$ cat src/rtl/cart_slot_loader_if.sv
// cart_slot_loader_if: HPS ioctl download stream plus the SDRAM byte-write port.
//   ioctl_download/index/wr/addr/dout : HPS -> loader byte stream
//   ioctl_wait                        : loader -> HPS stall
//   sdram_addr/din/we                 : loader -> SDRAM write request
//   sdram_ready                       : SDRAM -> loader write completion pulse
`timescale 1ns/1ps
interface cart_slot_loader_if #(
    parameter int ADDR_W = 25
);
    logic              ioctl_download;
    logic [7:0]        ioctl_index;
    logic              ioctl_wr;
    logic [26:0]       ioctl_addr;
    logic [7:0]        ioctl_dout;
    logic              ioctl_wait;
    logic [ADDR_W-1:0] sdram_addr;
    logic [7:0]        sdram_din;
    logic              sdram_we;
    logic              sdram_ready;

    modport master (
        output ioctl_download, ioctl_index, ioctl_wr, ioctl_addr, ioctl_dout, sdram_ready,
        input  ioctl_wait, sdram_addr, sdram_din, sdram_we
    );

    modport slave (
        input  ioctl_download, ioctl_index, ioctl_wr, ioctl_addr, ioctl_dout, sdram_ready,
        output ioctl_wait, sdram_addr, sdram_din, sdram_we
    );
endinterface

$ cat src/rtl/cart_slot_loader.sv
// cart_slot_loader: routes per-slot cartridge images from the HPS ioctl stream into SDRAM windows.
//   clk, reset_n   : clock, synchronous active-low reset
//   bus (slave)    : ioctl byte stream in, ioctl_wait out, SDRAM write port out, sdram_ready in
//   detach         : level, unloads every slot while high
//   mapper_sel     : per-slot mapper selection, any change restarts the core reset
//   rom_enabled    : per-slot valid-image flags
//   rom_size       : per-slot loaded byte count (SPAN_LOG2+1 bits each)
//   load_err       : sticky out-of-window or busy-write error, cleared on download start
//   core_reset     : stretched reset to the MSX core
`timescale 1ns/1ps
module cart_slot_loader #(
    parameter int SLOTS      = 2,
    parameter int INDEX_BASE = 2,
    parameter int SPAN_LOG2  = 20,
    parameter int ADDR_W     = 25,
    parameter int BASE_ADDR  = 0,
    parameter int MAPPER_W   = 4,
    parameter int RST_HOLD   = 16
) (
    input  logic                          clk,
    input  logic                          reset_n,
    cart_slot_loader_if.slave             bus,
    input  logic                          detach,
    input  logic [SLOTS*MAPPER_W-1:0]     mapper_sel,
    output logic [SLOTS-1:0]              rom_enabled,
    output logic [SLOTS*(SPAN_LOG2+1)-1:0] rom_size,
    output logic                          load_err,
    output logic                          core_reset
);
    localparam int SW = SPAN_LOG2 + 1;
    localparam int CW = SLOTS > 1 ? $clog2(SLOTS) : 1;
    localparam int HW = $clog2(RST_HOLD + 1);

    typedef enum logic [1:0] {S_IDLE, S_WRITE, S_WAIT} state_t;

    state_t                    state;
    logic                      act_q, pend;
    logic [CW-1:0]             cur, wslot;
    logic [SPAN_LOG2-1:0]      off;
    logic [HW-1:0]             hold;
    logic [SLOTS*MAPPER_W-1:0] snap;
    logic [5:0]                idx;
    logic                      in_rng, active, rise, fall, oow, accept, end_now;
    logic [CW-1:0]             idx_slot;

    assign idx      = bus.ioctl_index[5:0];
    assign in_rng   = ({2'b0, idx} >= 8'(INDEX_BASE)) && ({2'b0, idx} < 8'(INDEX_BASE + SLOTS));
    assign active   = bus.ioctl_download && in_rng;
    assign idx_slot = CW'(idx - 6'(INDEX_BASE));
    assign rise     = active && !act_q;
    assign fall     = !active && act_q;
    assign oow      = |bus.ioctl_addr[26:SPAN_LOG2];
    assign accept   = bus.ioctl_wr && active && state == S_IDLE && !oow;
    // a download end waits until the FSM is idle so the last byte is counted
    assign end_now  = (fall || pend) && state == S_IDLE;

    // the accepting cycle already stalls the HPS, before the FSM leaves IDLE
    assign bus.ioctl_wait = (state != S_IDLE) || (reset_n && accept);
    assign bus.sdram_we   = state == S_WRITE;
    assign core_reset     = hold != '0;

    always_ff @(posedge clk) begin
        if (!reset_n) begin
            state          <= S_IDLE;
            act_q          <= 1'b0;
            pend           <= 1'b0;
            cur            <= '0;
            wslot          <= '0;
            off            <= '0;
            hold           <= '0;
            snap           <= mapper_sel;
            bus.sdram_addr <= '0;
            bus.sdram_din  <= '0;
            rom_enabled    <= '0;
            rom_size       <= '0;
            load_err       <= 1'b0;
        end else begin
            act_q <= active;
            snap  <= mapper_sel;
            if (active || detach || mapper_sel != snap)
                hold <= HW'(RST_HOLD);
            else if (hold != '0)
                hold <= hold - 1'b1;
            case (state)
                S_IDLE: if (accept) begin
                    state          <= S_WRITE;
                    wslot          <= idx_slot;
                    off            <= bus.ioctl_addr[SPAN_LOG2-1:0];
                    bus.sdram_addr <= ADDR_W'(BASE_ADDR) + (ADDR_W'(idx_slot) << SPAN_LOG2)
                                      + ADDR_W'(bus.ioctl_addr[SPAN_LOG2-1:0]);
                    bus.sdram_din  <= bus.ioctl_dout;
                end
                S_WRITE: state <= S_WAIT;
                S_WAIT: if (bus.sdram_ready) begin
                    state <= S_IDLE;
                    // off < 2^SPAN_LOG2, so off+1 saturates at the window size naturally
                    if (rom_size[wslot*SW +: SW] <= SW'(off))
                        rom_size[wslot*SW +: SW] <= SW'(off) + SW'(1);
                end
                default: state <= S_IDLE;
            endcase
            if (rise) begin
                cur                         <= idx_slot;
                rom_enabled[idx_slot]       <= 1'b0;
                rom_size[idx_slot*SW +: SW] <= '0;
                load_err                    <= 1'b0;
            end
            if (bus.ioctl_wr && active && (state != S_IDLE || oow))
                load_err <= 1'b1;
            if (fall)
                pend <= 1'b1;
            if (end_now) begin
                rom_enabled[cur] <= |rom_size[cur*SW +: SW];
                pend             <= 1'b0;
            end
            // detach overrides any same-cycle download end or size update
            if (detach) begin
                rom_enabled <= '0;
                rom_size    <= '0;
                pend        <= 1'b0;
            end
        end
    end
endmodule

$ cat src/flat_wrapper.sv
// flat-port wrapper written by rule: the top's interface ports become plain ports
module cart_slot_loader_flat 
#(
    parameter int SLOTS      = 2,
    parameter int INDEX_BASE = 2,
    parameter int SPAN_LOG2  = 20,
    parameter int ADDR_W     = 25,
    parameter int BASE_ADDR  = 0,
    parameter int MAPPER_W   = 4,
    parameter int RST_HOLD   = 16
)
  (clk, reset_n, detach, mapper_sel, rom_enabled, rom_size, load_err, core_reset, bus_ioctl_download, bus_ioctl_index, bus_ioctl_wr, bus_ioctl_addr, bus_ioctl_dout, bus_sdram_ready, bus_ioctl_wait, bus_sdram_addr, bus_sdram_din, bus_sdram_we);
  cart_slot_loader_if #(.ADDR_W(ADDR_W)) bus_i ();
  input  logic clk;
  input  logic reset_n;
  input  logic detach;
  input  logic [SLOTS*MAPPER_W-1:0] mapper_sel;
  output logic [SLOTS-1:0] rom_enabled;
  output logic [SLOTS*(SPAN_LOG2+1)-1:0] rom_size;
  output logic load_err;
  output logic core_reset;
  input wire logic [$bits(bus_i.ioctl_download)-1:0] bus_ioctl_download;
  input wire logic [$bits(bus_i.ioctl_index)-1:0] bus_ioctl_index;
  input wire logic [$bits(bus_i.ioctl_wr)-1:0] bus_ioctl_wr;
  input wire logic [$bits(bus_i.ioctl_addr)-1:0] bus_ioctl_addr;
  input wire logic [$bits(bus_i.ioctl_dout)-1:0] bus_ioctl_dout;
  input wire logic [$bits(bus_i.sdram_ready)-1:0] bus_sdram_ready;
  output wire logic [$bits(bus_i.ioctl_wait)-1:0] bus_ioctl_wait;
  output wire logic [$bits(bus_i.sdram_addr)-1:0] bus_sdram_addr;
  output wire logic [$bits(bus_i.sdram_din)-1:0] bus_sdram_din;
  output wire logic [$bits(bus_i.sdram_we)-1:0] bus_sdram_we;
  assign bus_i.ioctl_download = bus_ioctl_download;
  assign bus_i.ioctl_index = bus_ioctl_index;
  assign bus_i.ioctl_wr = bus_ioctl_wr;
  assign bus_i.ioctl_addr = bus_ioctl_addr;
  assign bus_i.ioctl_dout = bus_ioctl_dout;
  assign bus_i.sdram_ready = bus_sdram_ready;
  assign bus_ioctl_wait = bus_i.ioctl_wait;
  assign bus_sdram_addr = bus_i.sdram_addr;
  assign bus_sdram_din = bus_i.sdram_din;
  assign bus_sdram_we = bus_i.sdram_we;
  cart_slot_loader #(.SLOTS(SLOTS), .INDEX_BASE(INDEX_BASE), .SPAN_LOG2(SPAN_LOG2), .ADDR_W(ADDR_W), .BASE_ADDR(BASE_ADDR), .MAPPER_W(MAPPER_W), .RST_HOLD(RST_HOLD)) u_core (.clk(clk), .reset_n(reset_n), .bus(bus_i), .detach(detach), .mapper_sel(mapper_sel), .rom_enabled(rom_enabled), .rom_size(rom_size), .load_err(load_err), .core_reset(core_reset));
endmodule
$ cat config.mk
export PLATFORM = sky130hd
export DESIGN_NAME = cart_slot_loader_flat
export DESIGN_NICKNAME = d
export VERILOG_FILES = /design/src/rtl/cart_slot_loader_if.sv /design/src/rtl/cart_slot_loader.sv /design/src/flat_wrapper.sv
export SDC_FILE = /design/constraint.sdc
export NUM_CORES = 1
export LEC_CHECK = 0
export BUFFER_PORTS_ARGS = -buffer_cell sky130_fd_sc_hd__buf_2
export CORE_ASPECT_RATIO = 0.75
export CORE_MARGIN = 1
export CORE_UTILIZATION = 55
export CTS_BUF_LIST = sky130_fd_sc_hd__clkbuf_8 sky130_fd_sc_hd__clkbuf_16
export DETAILED_ROUTE_END_ITERATION = 10
export PLACE_DENSITY = 0.84
export SYNTH_ARGS = -nofsm -noshare
export SYNTH_HDL_FRONTEND = slang
export SYNTH_SLANG_ARGS = --single-unit
$ cat constraint.sdc
create_clock -name clk -period 8.6 [get_ports clk]
set_input_delay 2.58 -clock clk [delete_from_list [all_inputs] [get_ports clk]]
set_output_delay 2.58 -clock clk [all_outputs]
set_load 0.02 [all_outputs]
==> summary.txt <==
Run status
  • Status: finished, final reports clean

Timing
  • Hold Slack: 467 ps
  • Slew headroom: between 20% and 30%
  • # setup viols final: 0
  • Period utilization: 78.0%
  • Slew @ Worst Pin: roughly 1100 ps
  • Max-slew violations: 0
  • Min Tclk post-route: 6700 ps
  • Skew final: slightly above 10 ps
  • Unrepaired setup endpoints after global routing: false
  • Max Freq: about 150 MHz
  • Final Hold Viols: 0
  • Final setup TNS: 0 ps

Min path
  • Hold Crit Endpoint: u_core.bus.sdram_din[0]
  • Cells on Worst Hold Path: 2
  • Hold Crit Start: u_core.bus.sdram_din[0]
  • HP Class: flop to flop

Critical path
  • Critical path cell sequence: buf_2 > or4_1 > nor2_1 > and3_1 > and2_1 > nand2b_1 > buf_2
  • Crit Reg-Reg Endpoint: u_core.rom_size[25]
  • Worst path slowest cell: or4_1
  • FF-to-FF Start: u_core.bus.sdram_addr[20]
  • Largest fanout on the critical path: 5
  • CP arrival: between 4000 and 5000 ps
  • R2r worst-path depth: 9
  • Crit-path max cell delay: 560 ps
  • CP delay by family, top: simple AND/OR/NAND/NOR gates
  • Setup crit start kind: primary input
  • Crit Path Category: primary input to output port
  • CP endpoint kind: output port
  • Cell mode on critical path: buf_2
  • Buffers & Inverters on Critical Path: 2
  • R2R Setup Slk: between 5000 and 6000 ps
  • Crit path required time: 6020 ps

Floorplan
  • Starting Density: between 50% and 60%
  • Core Area: 8530 sq um
  • Die H: 83.6 microns
  • # IOs: 138
  • Row cnt: 29
  • Die width: between 100 and 150 microns
  • Die ar.: 9250 sq um

Power and ir drop
  • Power per cell area: 153 nW/um^2
  • Maximum vdd drop: between 90 and 100 uV
  • Leakage: 2.43 nW
  • Pwr Total: ~0.9 mW

Yosys
  • Mapped Avg Cell Area: 8.71 sq um
  • Top cell type's share of synthesized area: 37.8%
  • Ys async rst share: 0%
  • FF+latch count, synth: 92
  • Yosys Warn Count: 0
  • Synth area leader: dfxtp_1
  • Cells after synthesis: 560
  • Ranking of synthesized cells by area: dfxtp_1, ha_1, nor3_1
  • Ys flop type: dfxtp_1
  • Netlist Area Pre-Place: 4880 sq um
  • Post-synth EDFFs: 0
  • Sequential area share after synthesis: a little under two fifths
  • Synth unique cells: 50

Layout
  • Diodes inserted: 0
  • Fill count: 691
  • Layout overhead on the synthesized area: 19.5%
  • Fraction of layout cells with a size suffix above 1: 28.5%
  • Cell area after layout: 5830 sq um
  • # nets final: 755

Place
  • Half-perimeter wire length after placement: 10.2 mm
  • Port bufs: 131
  • DP Area: roughly 5500 sq um
  • RD Place Congestion: 0.911

Drt
  • Antenna-violating nets left: 0
  • First-pass DRT Iterations: 5
  • Vias after detailed routing: 4778
  • Detailed Route Iter0 Violations: 463
  • Vias per cell: slightly above 6
  • Total wire length: 14.3 mm
  • Drt drc: 0
  • DR WL/cell: 18.2 microns

Clocking
  • Clk sink count: 92
  • Total CTS buffers: 9
  • CTS tree: done
  • # resized after CTS: 0
  • Post-CTS Setup Bufs: 0
  • CTS Hold Bufs: 0
  • CTS Buffer Depth: 2
  • Htree depth: 3
  • Worst skew pair latency: 340 ps
  • Clk root buf: clkbuf_16
  • Worst-path clk slew: ~70 ps

GRT
  • Global-route usage over all layers: 31.5%
  • GRT Residual Overflow: 0
  • Pin count of the biggest net entering global routing: 39
  • Vias in the first global route: 4696
  • First-pass GRT wire length: 23.3 mm
  • Initial antenna violation count: 0

Job
  • Max_cap viols: 0
[worst min-delay path, stage by stage (launching register included)]
cell and delay [ps]:
dfxtp_1 310, nand2_1 50, a21boi_0 60
[final cells by class]
class,count,area (sq um),area share (%)
Inverter,28,105,1.80
Tap cell,108,135,2.32
Multi-Input combinational cell,409,2740,47.0
Clock buffer,9,225,3.86
Sequential cell,92,1840,31.6
Clock inverter,7,97.6,1.67
Timing Repair Buffer,135,686,11.8
[power by group]
| group | leakage [nW] | internal [mW] | switching, mW |
|---|---|---|---|
| logic | 1.52 | 0.0143 | 0.0172 |
| clock network | 0.158 | 0.257 | 0.174 |
| registers | 0.744 | 0.428 | 0.00121 |
[cell usage after synthesis, types with 2 or more instances]
master / number
a211oi_1: 14
a211oi_2: 12
a21boi_0: 32
a21o_1: 2
a21oi_1: 29
a22oi_1: 2
and2_1: 3
and3_1: 3
buf_2: 11
buf_4: 6
buf_6: 6
clkbuf_1: 11
dfxtp_1: 92
ha_1: 23
inv_1: 28
mux2_2: 19
nand2_1: 68
nand2b_1: 5
nand3_1: 17
nand3b_1: 2
nand4_1: 11
nor2_1: 19
nor2b_1: 2
nor3_1: 55
nor3_2: 2
nor4_1: 18
o21ai_0: 12
o31ai_1: 3
or2_2: 2
or4_1: 4
xnor2_1: 24
xor2_1: 5
[through the flow]
stage | utilization, % | worst slack, ps | std cells
floorplan | - | 2170 | 563
global route | 68.3 | 1760 | 788
CTS | 68.3 | 1900 | 788
detailed placement | 64.6 | 1910 | 772
finish | 68.3 | 1900 | 788
global placement | 64.6 | 1950 | 772
[cell usage in the layout (no fill, tap or decap), drive strengths merged, types with 5 or more instances in the layout]
cell type and count:
a211oi 26, a21boi 32, a21oi 29, buf 135
clkbuf 9, dfxtp 92, ha 23, inv 32
mux2 20, nand2 69, nand2b 5, nand3 18
nand4 12, nor2 19, nor3 57, nor4 18
o21ai 12, xnor2 24, xor2 5
[cells by family (layout without fill, tap and decap cells)]
family,count (synthesis),in the layout,share of synthesized area [%]
fa+ha+maj,23,23,5.90
mux,21,21,4.90
compound gates,112,112,17.0
buf+inv,62,179,6.44
flops,92,92,37.8
xor+xnor,29,29,5.21
simple gates,220,220,22.8
other cells,1,4,0.0769
[state kept, by name, summed over array words and instances, names as in the netlist]
register               count
u_core.act_q               1
u_core.bus.sdram_addr      2
u_core.bus.sdram_din       8
u_core.cur                 1
u_core.hold                5
u_core.load_err            1
u_core.off                19
u_core.pend                1
u_core.rom_enabled         2
u_core.rom_size           42
u_core.snap                8
u_core.state               2
[how the worst max path moves through the flow]
| stage | startpoint | end | cells past startpoint |
|---|---|---|---|
| after global routing | bus_ioctl_index[5] | bus_ioctl_wait | 7 |
| after CTS | bus_ioctl_index[5] | bus_ioctl_wait | 7 |
| final | bus_ioctl_index[5] | bus_ioctl_wait | 7 |
| after floorplan | bus_ioctl_index[5] | bus_ioctl_wait | 5 |
| after global placement | bus_ioctl_index[5] | bus_ioctl_wait | 7 |
| after detailed placement | bus_ioctl_index[5] | bus_ioctl_wait | 7 |
[metal layers]
| layer | vias up | global-route usage [%] | share of wire (%) |
|---|---|---|---|
| li1 | 2224 | - | - |
| met4 | 0 | 13.8 | 2.4 |
| met1 | 2213 | 42.3 | 43 |
| met2 | 302 | 48.6 | 45 |
| met3 | 39 | 7.04 | 10 |
| met5 | - | 0 | 0 |
Power figures use the tool's default switching activity.
